<file path="config.mk">
export PLATFORM = sky130hd
export DESIGN_NAME = axis_frame_type_demux
export DESIGN_NICKNAME = d
export VERILOG_FILES = /design/src/rtl/axis_frame_type_demux.sv
export SDC_FILE = /design/constraint.sdc
export NUM_CORES = 1
export LEC_CHECK = 0
export ABC_AREA = 1
export ABC_CLOCK_PERIOD_IN_PS = 2300
export BUFFER_PORTS_ARGS = -buffer_cell sky130_fd_sc_hd__clkbuf_2
export CORE_AREA = 2 2 264 266
export DETAILED_ROUTE_END_ITERATION = 8
export DIE_AREA = 0 0 266 268
export PLACE_DENSITY = 0.51
export SYNTH_ARGS = -nofsm -noshare
export SYNTH_HDL_FRONTEND = slang
export SYNTH_SLANG_ARGS = --single-unit
export TNS_END_PERCENT = 50
</file>
<file path="constraint.sdc">
create_clock -name axis_aclk -period 2.3 [get_ports axis_aclk]
set_input_delay 0.575 -clock axis_aclk [delete_from_list [all_inputs] [get_ports axis_aclk]]
set_output_delay 0.575 -clock axis_aclk [all_outputs]
set_load 0.01 [all_outputs]
</file>
<file path="src/rtl/axis_frame_type_demux.sv">
// AXI-Stream frame-type demultiplexer.
// Holds the first beat of each frame until the upstream classifier's
// registered frame_type is available, then steers the whole frame to one
// of three egress ports (critical, PTP, IT). One hold register carries every
// beat, so throughput is one beat per cycle inside a frame, with a two-cycle
// gap between frames (classification cycle plus IDLE re-entry).
// Per-class counters count completed frames and wrap silently.
module axis_frame_type_demux #(
  parameter int DATA_WIDTH = 256,
  parameter int KEEP_WIDTH = 32,
  parameter int CNT_WIDTH  = 32
) (
  input  logic                  axis_aclk,
  input  logic                  rst,
  // Ingress
  input  logic [DATA_WIDTH-1:0] s_axis_tdata,
  input  logic [KEEP_WIDTH-1:0] s_axis_tkeep,
  input  logic                  s_axis_tvalid,
  output logic                  s_axis_tready,
  input  logic                  s_axis_tlast,
  // Classifier result, valid the cycle after the first-beat handshake
  input  logic [1:0]            frame_type,
  // Egress: shared payload, per-port valid/ready (bit0 crit, bit1 PTP, bit2 IT)
  output logic [DATA_WIDTH-1:0] m_axis_tdata,
  output logic [KEEP_WIDTH-1:0] m_axis_tkeep,
  output logic                  m_axis_tlast,
  output logic [2:0]            m_axis_tvalid,
  input  logic [2:0]            m_axis_tready,
  // Statistics
  output logic [CNT_WIDTH-1:0]  cnt_crit,
  output logic [CNT_WIDTH-1:0]  cnt_ptp,
  output logic [CNT_WIDTH-1:0]  cnt_it
);

  localparam logic [1:0] ST_IDLE     = 2'd0;
  localparam logic [1:0] ST_CLASSIFY = 2'd1;
  localparam logic [1:0] ST_FORWARD  = 2'd2;

  localparam logic [1:0] SEL_CRIT = 2'd0;
  localparam logic [1:0] SEL_PTP  = 2'd1;
  localparam logic [1:0] SEL_IT   = 2'd2;

  logic [1:0]            r_state;
  logic [DATA_WIDTH-1:0] r_hold_data;
  logic [KEEP_WIDTH-1:0] r_hold_keep;
  logic                  r_hold_last;
  logic                  r_hold_valid;
  logic                  r_last_in;   // current frame's tlast has been accepted
  logic [1:0]            r_sel;
  logic [CNT_WIDTH-1:0]  r_cnt_crit;
  logic [CNT_WIDTH-1:0]  r_cnt_ptp;
  logic [CNT_WIDTH-1:0]  r_cnt_it;

  logic                  w_sel_ready;
  logic [2:0]            w_tvalid;
  logic                  w_s_ready;
  logic                  w_in_hs;
  logic                  w_out_hs;

  // Ready of the selected egress port; unselected ready bits are ignored.
  always_comb begin
    // NOTE: every combinational output gets a default first so no path
    // through the case statement can leave it unassigned and infer a latch.
    w_sel_ready = 1'b0;
    case (r_sel)
      SEL_CRIT: w_sel_ready = m_axis_tready[0];
      SEL_PTP:  w_sel_ready = m_axis_tready[1];
      default:  w_sel_ready = m_axis_tready[2];
    endcase
  end

  // Egress valid goes to the selected port only, and only while forwarding.
  always_comb begin
    w_tvalid = 3'b000;
    if (r_state == ST_FORWARD) begin
      case (r_sel)
        SEL_CRIT: w_tvalid[0] = r_hold_valid;
        SEL_PTP:  w_tvalid[1] = r_hold_valid;
        default:  w_tvalid[2] = r_hold_valid;
      endcase
    end
  end

  // Ingress ready: never a function of s_axis_tvalid. Closed during
  // classification and once the frame's last beat is in, so frame_type
  // always belongs to the frame sitting in the hold register.
  always_comb begin
    w_s_ready = 1'b0;
    if (!rst) begin
      case (r_state)
        ST_IDLE:    w_s_ready = 1'b1;
        ST_FORWARD: w_s_ready = ~r_last_in & (~r_hold_valid | w_sel_ready);
        default:    w_s_ready = 1'b0;
      endcase
    end
  end

  assign w_in_hs  = s_axis_tvalid & w_s_ready;
  assign w_out_hs = (r_state == ST_FORWARD) & r_hold_valid & w_sel_ready;

  // Frame FSM, hold register and per-class counters.
  always_ff @(posedge axis_aclk) begin
    if (rst) begin
      // NOTE: the hold payload is reset too, because it drives m_axis_tdata
      // directly and egress must read as zero out of reset.
      r_state      <= ST_IDLE;
      r_hold_data  <= '0;
      r_hold_keep  <= '0;
      r_hold_last  <= 1'b0;
      r_hold_valid <= 1'b0;
      r_last_in    <= 1'b0;
      r_sel        <= SEL_IT;
      r_cnt_crit   <= '0;
      r_cnt_ptp    <= '0;
      r_cnt_it     <= '0;
    end else begin
      // NOTE: non-blocking assignments throughout, so every branch reads the
      // pre-edge register values regardless of statement order.
      case (r_state)
        ST_IDLE: begin
          if (w_in_hs) begin
            r_hold_data  <= s_axis_tdata;
            r_hold_keep  <= s_axis_tkeep;
            r_hold_last  <= s_axis_tlast;
            r_hold_valid <= 1'b1;
            r_last_in    <= s_axis_tlast;
            r_state      <= ST_CLASSIFY;
          end
        end

        ST_CLASSIFY: begin
          // Reserved type 3 is treated as IT.
          r_sel   <= (frame_type == 2'd3) ? SEL_IT : frame_type;
          r_state <= ST_FORWARD;
        end

        ST_FORWARD: begin
          if (w_in_hs) begin
            r_hold_data  <= s_axis_tdata;
            r_hold_keep  <= s_axis_tkeep;
            r_hold_last  <= s_axis_tlast;
            r_hold_valid <= 1'b1;
            r_last_in    <= r_last_in | s_axis_tlast;
          end else if (w_out_hs) begin
            r_hold_valid <= 1'b0;
          end
          // An input handshake cannot coincide with the final output beat,
          // because input is closed once last_in is set.
          if (w_out_hs && r_hold_last) begin
            case (r_sel)
              SEL_CRIT: r_cnt_crit <= r_cnt_crit + 1'b1;
              SEL_PTP:  r_cnt_ptp  <= r_cnt_ptp + 1'b1;
              default:  r_cnt_it   <= r_cnt_it + 1'b1;
            endcase
            r_last_in <= 1'b0;
            r_state   <= ST_IDLE;
          end
        end

        default: r_state <= ST_IDLE;
      endcase
    end
  end

  assign s_axis_tready = w_s_ready;
  assign m_axis_tdata  = r_hold_data;
  assign m_axis_tkeep  = r_hold_keep;
  assign m_axis_tlast  = r_hold_last;
  assign m_axis_tvalid = w_tvalid;
  assign cnt_crit      = r_cnt_crit;
  assign cnt_ptp       = r_cnt_ptp;
  assign cnt_it        = r_cnt_it;

endmodule

</file>
* Word level (Yosys, flattened, before mapping)
Index checks and enable logic that the tools add are counted.
** Storage, ports and cells
- Register bits after elaboration :: 391
- Bits of input ports :: 297
- Output and inout port bits :: 389
- Word-level logic and storage cells :: 62
** Operators by class
- $add $sub $neg :: 3
- Equal/unequal tests :: 8
- Muxes and demuxes :: 19
- Bitwise gates (word level) :: 9
- Reductions and logical operators :: 13
** Operator list (number)
- adder 32 x 1 -> 32 bit, second input constant :: 3
- AND reduction 3 bit :: 5
- 2-to-1 mux 1 bit :: 10
- case mux 1 bit (2 select lines) :: 4
- 2-to-1 mux 2 bit :: 3
- case mux 2 bit (3 select lines) :: 1
- AND 1 bit :: 4
- equality test 2 x 1 -> 1 bit, second input constant :: 2
- equality test 2 bit, second input constant :: 2
- zero test 2 bit :: 2
- AND reduction 2 bit :: 2
- OR reduction 2 bit :: 2
- 2-to-1 mux 3 bit :: 1
- != test 3 x 2 -> 1 bit, second input constant :: 1
- != test 3 bit, second input constant :: 1
- inverter 1 bit :: 3
- != test 2 x 1 -> 1 bit, second input constant :: 1
- != test 2 bit, second input constant :: 1
- OR 1 bit :: 2
- nonzero test 2 bit :: 1
- logical AND 1 bit :: 1

* Logic depth before layout (Yosys ltp)
- Depth after elaboration :: 10
- Mapped depth :: 10

* Least setup slack after synthesis
Ideal clock, no wire load.
- Path type :: input-to-output
- Start point :: input port m_axis_tready[1]
- End point :: output port s_axis_tready
- Arrival time :: 1268 ps
- Required time :: 1725 ps
- Setup slack :: 457 ps
- Cell stages on the path :: 6
- Cell sequence :: nand3_1 -> nand4_1 -> nand3_1 -> nand2_1 -> buf_2 -> buf_2
** On the way
- Longest elaborated chain between the ends :: 5
** Ends and longest elaborated chain
- start: declaration :: RTL line 28 : input logic [2:0] m_axis_tready,
- case mux 1 bit (2 select lines) :: RTL line 65 : case (r_sel)
- OR 1 bit :: RTL line 92 : ST_FORWARD: w_s_ready = ~r_last_in & (~r_hold_valid | w_sel_ready);
- AND 1 bit :: RTL line 92
- case mux 1 bit (2 select lines) :: RTL line 90 : case (r_state)
- 2-to-1 mux 1 bit :: RTL line 89 : if (!rst) begin
- end: declaration :: RTL line 19 : output logic s_axis_tready,
No other way between the ends.

* Worst setup path after layout
- Start point :: register r_sel[1]
- End point :: output port s_axis_tready
** On the way
- Longest elaborated chain between the ends :: 6
** Ends and longest elaborated chain
- start: declaration :: RTL line 49 : logic [1:0] r_sel;
- start signal: assignment :: RTL line 133 : r_sel <= (frame_type == 2'd3) ? SEL_IT : frame_type;
- equality test 2 x 1 -> 1 bit or zero test 2 bit (tied branches) :: RTL line 65
- case mux 1 bit (2 select lines) * :: RTL line 65
- OR 1 bit * :: RTL line 92
- AND 1 bit * :: RTL line 92
- case mux 1 bit (2 select lines) * :: RTL line 90
- 2-to-1 mux 1 bit * :: RTL line 89
Mark *: on every way between the ends. The rest lies on a longest branch, timed or not.

==> impl_metrics.env <==
export IMPL_outcome="completed"
export IMPL_floorplan_die_area_um2=71300
export IMPL_setup_ws_ns=0.126
export IMPL_req_time_crit_path_ns=1.73
export IMPL_critical_path_most_common_cell="nand3_1"
export IMPL_r2r_cells=11
export IMPL_yosys_warnings=0
export IMPL_critical_path_top_delay_family="simple AND/OR/NAND/NOR gates"
export IMPL_portBuffers=685
export IMPL_clkSinkCount=391
export IMPL_most_common_layout_cells="nand2_1, clkbuf_2, nor2_1, dfxtp_1, a21oi_1"
export IMPL_numCtsBuffers=48
export IMPL_cell_internal_pwr_w=0.0132
export IMPL_drc_errors=0
export IMPL_synth_sequential_area_ratio_pct=41.5
export IMPL_post_dp_hpwl_um=52400
export IMPL_maxSlewViolCount=0
export IMPL_maxCapViolCount=0
export IMPL_drt_first_iter_violations=1179
export IMPL_antenna_found_initial=11
export IMPL_gr_total_overflow=0
export IMPL_hold_violations=0
export IMPL_critical_path_slowest_cell="dfxtp_2"
export IMPL_finalWirelength_um=70600
export IMPL_power_switching_share_pct=28.5
export IMPL_area_growth_synth_to_final_pct=32.6
export IMPL_final_common_cell="nand2_1"
export IMPL_hold_path_depth=3
export IMPL_timing_setup_critical_path_class="flip-flop to output pin"
export IMPL_leakagePower_nw=12.4
export IMPL_worst_r2r_setup_slack_ns=0.32
export IMPL_cp_end_kind="output pin"
export IMPL_detailedPlace_worstSlack_ns=0.213
export IMPL_design_portCount=686
export IMPL_synth_cell_types=26
export IMPL_worst_hold_path_endpoint="r_sel[1]"
export IMPL_min_delay_path_class="input port to flip-flop"
export IMPL_layout_filler_cells=7643
export IMPL_die_width_um=266
export IMPL_overall_die_height_um=268
export IMPL_power_density_nw_per_um2=740
export IMPL_seq_power_share_pct=40.8
export IMPL_synthesis_instances=2946
export IMPL_worst_clock_skew_ns=0.0205
export IMPL_worst_r2r_startpoint="r_sel[1]"
export IMPL_worst_slew_pin_slew_ns=0.887
export IMPL_synth_net_count=3246
export IMPL_routed_wire_length_per_instance_um=15.8
export IMPL_synthFlopType="dfxtp_1"
export IMPL_cts_max_path_buffers=3
export IMPL_netlist_area_um2=18900
export IMPL_critical_path_cell_chain="inv_2 -> nand3_1 -> nand4_1 -> nand3_1 -> nand2_4 -> clkbuf_2"
export IMPL_cts_max_level=2
export IMPL_num_vias=20000
export IMPL_postSynth_asyncResetShare_pct=0
export IMPL_p_clk_share_pct=42.1
export IMPL_clkSlewWorstSetupHoldPaths_ns=0.05
export IMPL_timing_hold_worst_start="frame_type[1]"
export IMPL_regToRegEndpoint="m_axis_tdata[64]"
export IMPL_drive_above_1_share_pct=23.2
export IMPL_min_period_ns=2.17
export IMPL_crit_arrival_ns=1.60
export IMPL_postSynthRegisterBits=391
export IMPL_grt_setup_unrepaired="true"
export IMPL_dr_pass1_iters=5
export IMPL_drt_vias_per_instance=4.46
export IMPL_place_congestion=0.873
export IMPL_comb_pwr_share_pct=17.0
export IMPL_nets=3858
export IMPL_gr_usage_all_layers_pct=18.8
export IMPL_clk_insertion_delay_late_ns=0.58
export IMPL_slew_headroom_pct=40.9
export IMPL_grt_pass1_vias=18300
export IMPL_cts_tree="built"
export IMPL_floorplan_core_area_um2=68200
export IMPL_root_buffer_selected_by_cts="clkbuf_16"
export IMPL_largest_driver_fanout_on_the_critical_path=5
export IMPL_final_core_utilization_pct=36.6
export IMPL_worst_path_largest_cell_delay_ns=0.36
export IMPL_switchingPower_w=0.00528
export IMPL_ir_drop_uv=477
export IMPL_setup_worst_path_start_class="flip-flop"
export IMPL_setup_violations=0
export IMPL_min_period_over_period_pct=94.5
export IMPL_synthesis_area_per_instance_um2=6.40
export IMPL_synth_edf_count=0
export IMPL_worst_path_buf_inv=2
export IMPL_grt_pass1_wl_um=106000
export IMPL_pin_count_of_the_biggest_net_entering_global_routing=141
export IMPL_fmax_ghz=0.460
export IMPL_placement_rows=96
export IMPL_final_ant_viol_nets=0
export IMPL_starting_utilization_of_the_core_area_pct=27.6
export IMPL_hold_buffers=0
==> layout make-up <==
class | count | area [um^2] | area share [%]
Tap cell | 882 | 1100 | 4.41
Inverter | 330 | 1250 | 4.98
Clock buffer | 68 | 1370 | 5.47
Multi-Input combinational cell | 2037 | 8920 | 35.7
Antenna cell | 6 | 15.0 | 0.0601
Timing Repair Buffer | 750 | 4290 | 17.2
Clock inverter | 16 | 226 | 0.906
Sequential cell | 391 | 7830 | 31.3
==> tightest hold or removal path, cell delays in order <==
cell and delay, ns:
clkbuf_2 0.08, nand2_1 0.06, o211ai_1 0.07
==> power groups by stage <==
stage,sequential [W],clock (W),combinational (W)
6_report,0.00755,0.00779,0.00315
5_1_grt,0.00760,0.00832,0.00352
4_1_cts,0.00755,0.00804,0.00320
3_5_place_dp,0.00769,0,0.00319
3_3_place_gp,0.00768,0,0.00319
2_1_floorplan,0.00789,0,0.00158
==> flip-flops by register name (all words and copies together) (netlist names) <==
register	flops
cnt_ptp	32
r_last_in	1
cnt_crit	32
m_axis_tlast	1
r_hold_valid	1
r_state	2
r_sel	2
m_axis_tdata	256
m_axis_tkeep	32
cnt_it	32
==> cell usage after synthesis (11+ instances only) <==
library cell | instances | area (um^2)
inv_1 | 329 | 1230
buf_2 | 68 | 340
nand2_1 | 762 | 2860
nand3b_1 | 42 | 315
nand3_1 | 311 | 1560
a21oi_1 | 383 | 1920
clkbuf_1 | 74 | 278
buf_1 | 32 | 120
xor2_1 | 22 | 193
dfxtp_1 | 391 | 7830
nor2_1 | 483 | 1810
buf_6 | 11 | 124
==> worst max-delay path by stage <==
stage | start | end | slack, ns | cells after the start
2_1_floorplan | m_axis_tready[1] | s_axis_tready | 0.46 | 6
3_3_place_gp | m_axis_tready[1] | m_axis_tdata[66] | 0.23 | 10
3_5_place_dp | m_axis_tready[1] | m_axis_tdata[47] | 0.21 | 10
4_1_cts | r_state[0] | m_axis_tvalid[0] | 0.02 | 6
5_1_grt | r_state[0] | m_axis_tvalid[0] | -0.003 | 6
6_report | r_sel[1] | s_axis_tready | 0.13 | 6
==> cells by family after synthesis <==
kind of cell	Yosys count	share of synthesized area, %
AO/OA/AOI/OAI	393	10.5
XOR/XNOR	29	1.35
adder cells (fa/ha/maj)	3	0.199
buffers and inverters	518	11.3
flip-flops	391	41.5
AND/OR/NAND/NOR	1612	35.2
==> routing by layer <==
metal / up-vias / wire length [um] / global-route usage, %
met5: - / 64 / 0
met4: 10 / 2120 / 6.12
met3: 117 / 5330 / 5.81
met2: 529 / 33500 / 31.9
met1: 8913 / 29600 / 22.6
li1: 10400 / - / -
==> through the flow <==
step                power [W]  cells  hold WS, ns  instance area, um^2   TNS, ns
floorplan             0.00947   2946        0.442                18900         0
global placement       0.0109   4389        0.458                23400         0
detailed placement     0.0109   4389        0.455                23400         0
CTS                    0.0188   4474        0.215                25000         0
global route           0.0194   4480        0.266                25000  -0.00262
finish                 0.0185   4480        0.258                25000         0
==> timing repair <==
action,4_1_cts,5_1_grt
endpoints found under the setup margin,1,4
gates resized for setup,1,3
setup buffers,1,0
pin swaps,1,0
endpoints found under the hold margin,0,0
No activity file was read; power rests on OpenSTA's default activity.
